`src/rtl/pwm_pkg.sv`:
```
// Shared constants, types and the duty compare for the PWM peripheral.
package pwm_pkg;

  localparam int unsigned PWM_CNT_W        = 8;
  localparam int unsigned NUM_PINS         = 16;
  localparam int unsigned PRESCALE_DEFAULT = 13;
  localparam int unsigned PRE_CNT_W        = 8;

  typedef logic [PWM_CNT_W-1:0] pwm_cnt_t;

  localparam pwm_cnt_t DUTY_FULL = 8'hFF;

  typedef struct packed {
    logic [NUM_PINS-1:0] en_out;
    logic [NUM_PINS-1:0] en_pwm;
  } pin_cfg_t;

  // Full-scale duty is forced high so 0xFF yields a gap-free 100% output.
  function automatic logic pwm_compare(input pwm_cnt_t cnt, input pwm_cnt_t duty);
    return (duty == DUTY_FULL) || (cnt < duty);
  endfunction

endpackage

```
`src/rtl/pwm_prescaler.sv`:
```
// Divides clk into one-cycle ticks, one every PRESCALE clk cycles.
module pwm_prescaler
  import pwm_pkg::*;
#(
  parameter int unsigned PRESCALE = PRESCALE_DEFAULT
) (
  input  logic clk,
  input  logic rst_n,
  output logic tick
);

  localparam logic [PRE_CNT_W-1:0] PRE_LAST = PRE_CNT_W'(PRESCALE - 1);

  logic [PRE_CNT_W-1:0] r_pre_cnt;
  logic                 w_tick;

  assign w_tick = (r_pre_cnt == PRE_LAST);

  // rst_n is active-high despite its name.
  always_ff @(posedge clk or posedge rst_n) begin
    if (rst_n) begin
      r_pre_cnt <= '0;
    end else if (w_tick) begin
      r_pre_cnt <= '0;
    end else begin
      r_pre_cnt <= r_pre_cnt + PRE_CNT_W'(1);
    end
  end

  assign tick = w_tick;

endmodule

```
`src/rtl/pwm_peripheral.sv`:
```
// 16-pin output block: each pin is off, static on, or driven by a shared
// 8-bit PWM whose duty is shadowed and only updated at period boundaries.
module pwm_peripheral
  import pwm_pkg::*;
#(
  parameter int unsigned PRESCALE = PRESCALE_DEFAULT
) (
  input  logic        clk,
  input  logic        rst_n,
  input  logic [7:0]  en_reg_out_7_0,
  input  logic [7:0]  en_reg_out_15_8,
  input  logic [7:0]  en_reg_pwm_7_0,
  input  logic [7:0]  en_reg_pwm_15_8,
  input  logic [7:0]  pwm_duty_cycle,
  output logic [15:0] out,
  output logic        period_start
);

  localparam pwm_cnt_t CNT_LAST = '1;

  logic                w_tick;
  logic                w_period_end;
  logic                w_pwm_level;
  pin_cfg_t            w_cfg;
  logic [NUM_PINS-1:0] w_out_next;

  pwm_cnt_t            r_pwm_cnt;
  pwm_cnt_t            r_duty_shadow;
  logic [NUM_PINS-1:0] r_out;
  logic                r_period_start;

  pwm_prescaler #(
    .PRESCALE (PRESCALE)
  ) u_prescaler (
    .clk   (clk),
    .rst_n (rst_n),
    .tick  (w_tick)
  );

  assign w_cfg.en_out = {en_reg_out_15_8, en_reg_out_7_0};
  assign w_cfg.en_pwm = {en_reg_pwm_15_8, en_reg_pwm_7_0};

  assign w_period_end = w_tick && (r_pwm_cnt == CNT_LAST);
  assign w_pwm_level  = pwm_compare(r_pwm_cnt, r_duty_shadow);

  // Disabled -> 0, enabled static -> 1, enabled PWM -> shared level.
  assign w_out_next = w_cfg.en_out & (~w_cfg.en_pwm | {NUM_PINS{w_pwm_level}});

  // Period counter and duty shadow; a duty write only lands on the wrap tick.
  always_ff @(posedge clk or posedge rst_n) begin
    if (rst_n) begin
      r_pwm_cnt     <= '0;
      r_duty_shadow <= '0;
    end else begin
      if (w_tick) begin
        r_pwm_cnt <= r_pwm_cnt + PWM_CNT_W'(1);
      end
      if (w_period_end) begin
        r_duty_shadow <= pwm_duty_cycle;
      end
    end
  end

  always_ff @(posedge clk or posedge rst_n) begin
    if (rst_n) begin
      r_out          <= '0;
      r_period_start <= 1'b0;
    end else begin
      r_out          <= w_out_next;
      r_period_start <= w_period_end;
    end
  end

  assign out          = r_out;
  assign period_start = r_period_start;

endmodule
```
`config.mk`:
```
export PLATFORM = sky130hd
export DESIGN_NAME = pwm_peripheral
export DESIGN_NICKNAME = d
export VERILOG_FILES = /design/src/rtl/pwm_pkg.sv /design/src/rtl/pwm_prescaler.sv /design/src/rtl/pwm_peripheral.sv
export SDC_FILE = /design/constraint.sdc
export NUM_CORES = 1
export LEC_CHECK = 0
export ABC_AREA = 1
export CAP_MARGIN = 20
export CORE_MARGIN = 4
export CORE_UTILIZATION = 43
export CTS_CLUSTER_SIZE = 40
export DETAILED_ROUTE_END_ITERATION = 6
export PLACE_DENSITY = 0.73
export SLEW_MARGIN = 10
export SYNTH_ARGS = -nofsm -noshare
export SYNTH_HDL_FRONTEND = slang
export SYNTH_SLANG_ARGS = --single-unit
```
`constraint.sdc`:
```
create_clock -name clk -period 1.4 [get_ports clk]
set_input_delay 0.35 -clock clk [delete_from_list [all_inputs] [get_ports clk]]
set_output_delay 0.35 -clock clk [all_outputs]
set_load 0.01 [all_outputs]
```
==> run summary <==
Outcome = finished with violations
Failing checks = negative setup slack
Initial DRC Count = 83
Cts bufs inserted = 5
Syn_area_per_cell = 8.93 um2
Area Overhead vs Synth = 58.4%
Vias in the first global route = 1953
Post-synthesis sequential area ratio = 48.5%
# H-tree levels = 2
Ys Warns = 0
Top post-synthesis cells by area = dfrtp_1, nand2_1, inv_1
Final Max Slew Viols = 0
Drt drc = 0
CP Launch Type = flop
Commonest cells in the netlist = nand2_1, inv_1, dfrtp_1
Critical path type = flop to flop
Primary FF master, synth = dfrtp_1
Height of the die = 78.1 um
Min Clock Period, post-route = 1540 ps
Area after DPL = 0.00297 mm2
Gate Count Post-Synth = 237
Final net count = 391
Final hold vios = 0
Hold_ws = 410 ps
Global-route wire length before repair = 9.00 mm
Layout cell share with drive strength beyond 1 = 31.5%
Max-capacitance violation count = 0
Fmax = 650 MHz
Antenna violations before repair = 0
Number of fill cells = 365
Final wirelength = 5.64 mm
Antenna cells = 0
Post-synthesis async set-or-reset flop share = 100%
Drt pass-1 iters = 4
# setup viols final = 25
Site row count = 25
Hold Crit Class = primary input to async pin
Number of flops mapped to enable cells by yosys = 0
CP required = 1640 ps
Synth top area share = 48.5%
Clock sink total = 41
Final WS setup = -138 ps
Starting density of the core = 44.5%
DR vias = 1865
Max IR drop VDD = 0.490 mV
Num ports = 59
CTS clk-pin slew, worst paths = 80 ps
Unrepaired setup endpoints after global routing = true
Synth Cell Area = 0.00212 mm2
Antenna Violating Nets Remaining = 0
Slew HR = 79.4%
Die width = 78.1 um
Vias/cell = 4.58
Worst EP arrival = 1780 ps
Final worst clock skew = 2.84 ps
Gp weighted congestion = 0.806
Post-detail-place hpwl = 3.72 mm
Core area = 0.00475 mm2
I/O Buffers = 58
Count leader, synth = nand2_1
Post-synthesis register bit count = 41
Max Root-Sink Buffers = 2
Syn Nets = 289
Design Area, Final = 0.00335 mm2
Power per cell area = 649 mW/mm2
CTS tree = yes
Root buf cell = clkbuf_8
Congestion Overflow GR = 0
Crit-path max FO = 8
Lkg Pwr = 1.69 nW
Pin count of the biggest net entering global routing = 42
Hold buffer count at cts = 0
Area leader, netlist = dfrtp_1
Total track usage = 18.8%
Clk_lat worst skew = 290 ps
Routed len/inst = 13.9 um
Post-synth cell types = 27
Part of the cycle the worst path needs = 110%
Worst Tran Pin Value = 308 ps
Die area = 0.00611 mm2
CP Capture Type = flop
==> cell usage in the layout, fill, tap and decap left out, types with 7 or more instances in the layout <==
cell	Yosys	layout
buf_4	2	35
nand2_2	1	10
dlygate4sd2_1	0	17
clkdlybuf4s50_1	0	41
inv_1	44	38
nand3_2	11	17
nand3_1	17	9
xor2_1	7	7
dfrtp_1	41	39
inv_2	2	8
nand2_1	65	54
==> area by class of cell <==
cell class	instances	area (um2)	share of cell area [%]
clock buffers	6	72.6	2.16
clock inverters	2	10.0	0.299
flip-flops and latches	41	1030	30.7
repair buffers	98	905	27.0
well taps	67	83.8	2.50
multi-input cells	147	1080	32.2
inverters	46	173	5.15
==> timing repair <==
item,in CTS,in global routing
cloned,1,0
pin swaps,9,16
resized for setup,39,29
endpoints found under the setup margin,44,37
setup buffers,9,6
==> worst max-delay path, stage by stage (launching register included) <==
cell and delay, ps:
dfrtp_1 430, ha_4 260, a21oi_2 130, nor2_1 60, nor3_2 170, buf_4 180, nand2_8 80, nand3_2 90
nand2_2 50, inv_2 40
==> power by group <==
part / switching (mW) / internal (mW) / total (mW)
Sequential: 0.00534 / 1.21 / 1.21
Clock: 0.400 / 0.346 / 0.746
Combinational: 0.0795 / 0.137 / 0.217
==> per-layer routing <==
layer / vias up / wire length (um) / track usage (%)
li1: 944 / - / -
met1: 876 / 2310 / 21.3
met2: 38 / 3010 / 33.7
met3: 7 / 253 / 5.50
met4: 0 / 74 / 6.29
met5: - / 0 / 0
==> worst paths after layout <==
kind | start | end | slack, ps | cells after the start
max reg2reg | r_pwm_cnt[5]$_DFFE_PP0N_ | out[0]$_DFF_PP0_ | -140 | 9
max | r_pwm_cnt[5]$_DFFE_PP0N_ | out[0]$_DFF_PP0_ | -140 | 9
min in group clk | r_duty_shadow[7]$_DFFE_PP0P_ | r_duty_shadow[7]$_DFFE_PP0P_ | 510 | 2
min reg2reg | r_duty_shadow[7]$_DFFE_PP0P_ | r_duty_shadow[7]$_DFFE_PP0P_ | 510 | 2
min | rst_n | out[12]$_DFF_PP0_ | 410 | 3
max in group asynchronous | rst_n | u_prescaler.r_pre_cnt[2]$_DFF_PP0_ | 760 | 3
==> registers in the layout, indices dropped and copies added (netlist names) <==
| register | cells |
|---|---|
| period_start | 1 |
| r_pwm_cnt | 8 |
| u_prescaler.r_pre_cnt | 8 |
| out | 16 |
| r_duty_shadow | 8 |
==> cell families after synthesis <==
kind of cell	Yosys count	share of synthesized area [%]
AND/OR/NAND/NOR	117	29.0
flip-flops	41	48.5
multiplexers	1	0.532
XOR/XNOR	9	3.73
adder cells (fa/ha/maj)	10	5.91
AO/OA/AOI/OAI	9	2.25
buffers and inverters	50	10.1
==> metrics by stage <==
stage	cells	util [%]	power (mW)	setup TNS, ps	setup WS, ps
after floorplan	237	-	1.28	-1240	-123
after global placement	384	62.5	1.46	-1460	-90.9
after detailed placement	384	62.5	1.47	-2810	-157
after CTS	402	67.7	2.19	-1270	-100
after global routing	407	70.5	2.29	-5170	-252
final	407	70.5	2.17	-2260	-138
Power figures use the tool's default switching activity.
==> edit, RTL diff (same flow settings) <==
Add an input register stage for `pwm_duty_cycle`, with the module's reset; this delays it by one clock. The other inputs are not delayed to match.
--- a/src/rtl/pwm_peripheral.sv
+++ b/src/rtl/pwm_peripheral.sv
@@ -18,4 +18,14 @@
 
   localparam pwm_cnt_t CNT_LAST = '1;
+
+  logic [7:0] pwm_duty_cycle_q;
+
+  always_ff @(posedge clk or posedge rst_n) begin
+    if (rst_n) begin
+      pwm_duty_cycle_q <= '0;
+    end else begin
+      pwm_duty_cycle_q <= pwm_duty_cycle;
+    end
+  end
 
   logic                w_tick;
@@ -57,5 +67,5 @@
       end
       if (w_period_end) begin
-        r_duty_shadow <= pwm_duty_cycle;
+        r_duty_shadow <= pwm_duty_cycle_q;
       end
     end
Formal check against the unedited RTL: no difference found for any inputs over 10 cycles, from zero or initial values and one cycle with rst_n high; that may be too few to reach the edited logic, so the function may still have changed.
==> edit against the original RTL <==
The flow still finishes with violations (setup timing). Sequential cell count increased by 8. Sequential power rose by 21%. Routed wire length fell by 14%. Setup slack gained 0.0099 ns. Cell area is 4.2% higher. Total power is 25% higher. Via count fell by 6.3%. Synthesized cell count down 0.84%. Worst hold slack improved by 0.030 ns. Global-route usage fell by 3.4 points. Area after synthesis rose by 6.7%. Largest power group unchanged.
==> edit: results (changes against the original RTL) <==
| Metric | Value |
|---|---|
| Wirelength per Cell | `12.2 um (-12%)` |
| Critical Path Source Type | `flop` |
| H-tree levels | `2 (unchanged)` |
| GRT Total Usage | `15.4% (-3.4 points)` |
| Num CTS Buffers | `5 (unchanged)` |
| 1st-iter DRT viols | `41 (-51%)` |
| Top cells by count, synth | `51 x inv_1, 51 x nand2_1, 49 x dfrtp_1` |
| Max FFs per register | `16 (unchanged)` |
| Proportion of layout cells with a drive suffix above 1 | `28.1% (-3.4 points)` |
| Top cells by area, synth | `dfrtp_1 54%, inv_1 8.5%, nand2_1 8.5%, ha_1 5.5%, nand3_1 3.3%` |
| Main synth FF type | `dfrtp_1` |
| Post-Place Setup Slack | `-0.0985 ns (+0.0588 ns)` |
| Largest net degree at the start of global routing | `50 (+19%)` |
| Final setup vio count | `28 (+12%)` |
| VDD IR max | `541 uV (+10%)` |
| Sequential share of the synthesized area | `54.3% (+5.8 points)` |
| Final nets | `375 (-4.1%)` |
| Post-synthesis async set-or-reset flop share | `100% (unchanged)` |
| Crit path capture | `out[6]$_DFF_PP0_` |
| Via count | `1,748 (-6.3%)` |
| Worst EP arrival | `1.73 ns (-0.05 ns)` |
| Placed inst area | `0.00308 mm2 (+3.7%)` |
| FF-to-FF Start | `r_pwm_cnt[3]$_DFFE_PP0N_` |
| N_diodes | `0 (unchanged)` |
| Antenna violations before repair | `0 (unchanged)` |
| Pre-antenna DRT Iters | `4 (unchanged)` |
| Post-DP HPWL | `3.19 mm (-14%)` |
| Critical path's slowest cell | `dfrtp_1` |
| Worst-Margin Slew | `0.298 ns (-0.00928 ns)` |
| Max FO, Critical Path | `8 (unchanged)` |
| Largest delay contributor family on the critical path | `simple AND/OR/NAND/NOR gates` |
| Worst skew pair latency | `0.30 ns` |
| YS warnings | `0 (unchanged)` |
| Hold Path Class | `in2async` |
| Clock tree buffer depth | `2 (unchanged)` |
| Worst-path clk slew | `0.08 ns (about the same)` |
| Root Driver | `clkbuf_8` |
| Post-route setup slack | `-0.128 ns (+0.00989 ns)` |
| Register-to-Register Path Depth | `11 (+2)` |
| Crit path largest cell delay | `0.42 ns` |
| Outcome | `finished, violations left` |
| Distinct cells, synth | `26 (-3.7%)` |
| Failing checks | `setup timing` |
| Vias in the first global route | `1,779 (-8.9%)` |
| Port bufs | `58 (unchanged)` |
| Global-route wire length before repair | `7.64 mm (-15%)` |
| P_leak | `1.84 nW (+9.3%)` |
| GP Congestion | `0.734 (-8.9%)` |
| Clock skew | `0.00666 ns (+0.00382 ns)` |
| Syn_nets | `287 (-0.69%)` |
-- edit: worst reg2reg max path: stages, from the launching register on --
cell and delay (ns):
dfrtp_1 0.42, ha_4 0.29, nand2_1 0.05, inv_1 0.04, nand2_1 0.04, nand2_1 0.07
nand2_1 0.06, nand2_2 0.11, clkbuf_16 0.17, nand3_1 0.06, nand2_1 0.06, inv_1 0.04
-- edit: layout make-up --
type	count	area, um2
fill	390	1610
sequential	49	1230
multi-input combinational	129	986
timing repair buffer	85	873
inverter	53	203
tap	70	87.6
clock buffer	7	86.3
clock inverter	1	30.0
-- edit: worst min-delay path by stage --
stage / to / slack (ns) / depth (start not counted)
6_report: out[13]$_DFF_PP0_ / 0.44 / 3
5_1_grt: pwm_duty_cycle_q[5]$_DFF_PP0_ / 0.47 / 1
4_1_cts: out[13]$_DFF_PP0_ / 0.46 / 3
3_5_place_dp: r_duty_shadow[1]$_DFFE_PP0P_ / 0.49 / 2
3_3_place_gp: r_duty_shadow[2]$_DFFE_PP0P_ / 0.47 / 2
2_1_floorplan: pwm_duty_cycle_q[0]$_DFF_PP0_ / 0.38 / 0
-- edit: power by group --
part	internal [W]	switching (W)
clock	0.000582	0.000441
sequential	0.00145	0.00000795
combinational	0.000146	0.0000906
-- edit: cell families (layout without fill, tap and decap cells) --
family                   count (synthesis)  count (layout)  synth area share (%)
XOR/XNOR                                 9               9                  3.49
flip-flops                              49              49                  54.3
AND/OR/NAND/NOR                         95              95                  21.2
buffers and inverters                   57             146                  10.6
adder cells (fa/ha/maj)                 10              10                  5.54
AO/OA/AOI/OAI                           15              15                  4.77
-- edit: timing repair --
action	4_1_cts	5_1_grt
pin swaps	4	11
gates cloned	1	1
setup buffers	3	3
gates resized for setup	45	21
endpoints found under the setup margin	45	34
-- edit: stage by stage --
stage | hold WS [ns] | power, W | instances | setup TNS, ns
6_report | 0.441 | 0.00272 | 394 | -1.98
5_1_grt | 0.473 | 0.00284 | 394 | -4.88
3_5_place_dp | 0.488 | 0.00174 | 378 | -1.53
2_1_floorplan | 0.381 | 0.00155 | 235 | -0.273
4_1_cts | 0.459 | 0.00276 | 390 | -1.29
3_3_place_gp | 0.474 | 0.00174 | 378 | -0.350
-- edit: layer usage --
| metal | global-route usage (%) | part of all wire, % |
|---|---|---|
| met1 | 16.8 | 38 |
| met2 | 28.6 | 57 |
| met3 | 3.70 | 3.9 |
| met4 | 5.57 | 1.3 |
| met5 | 0 | 0 |
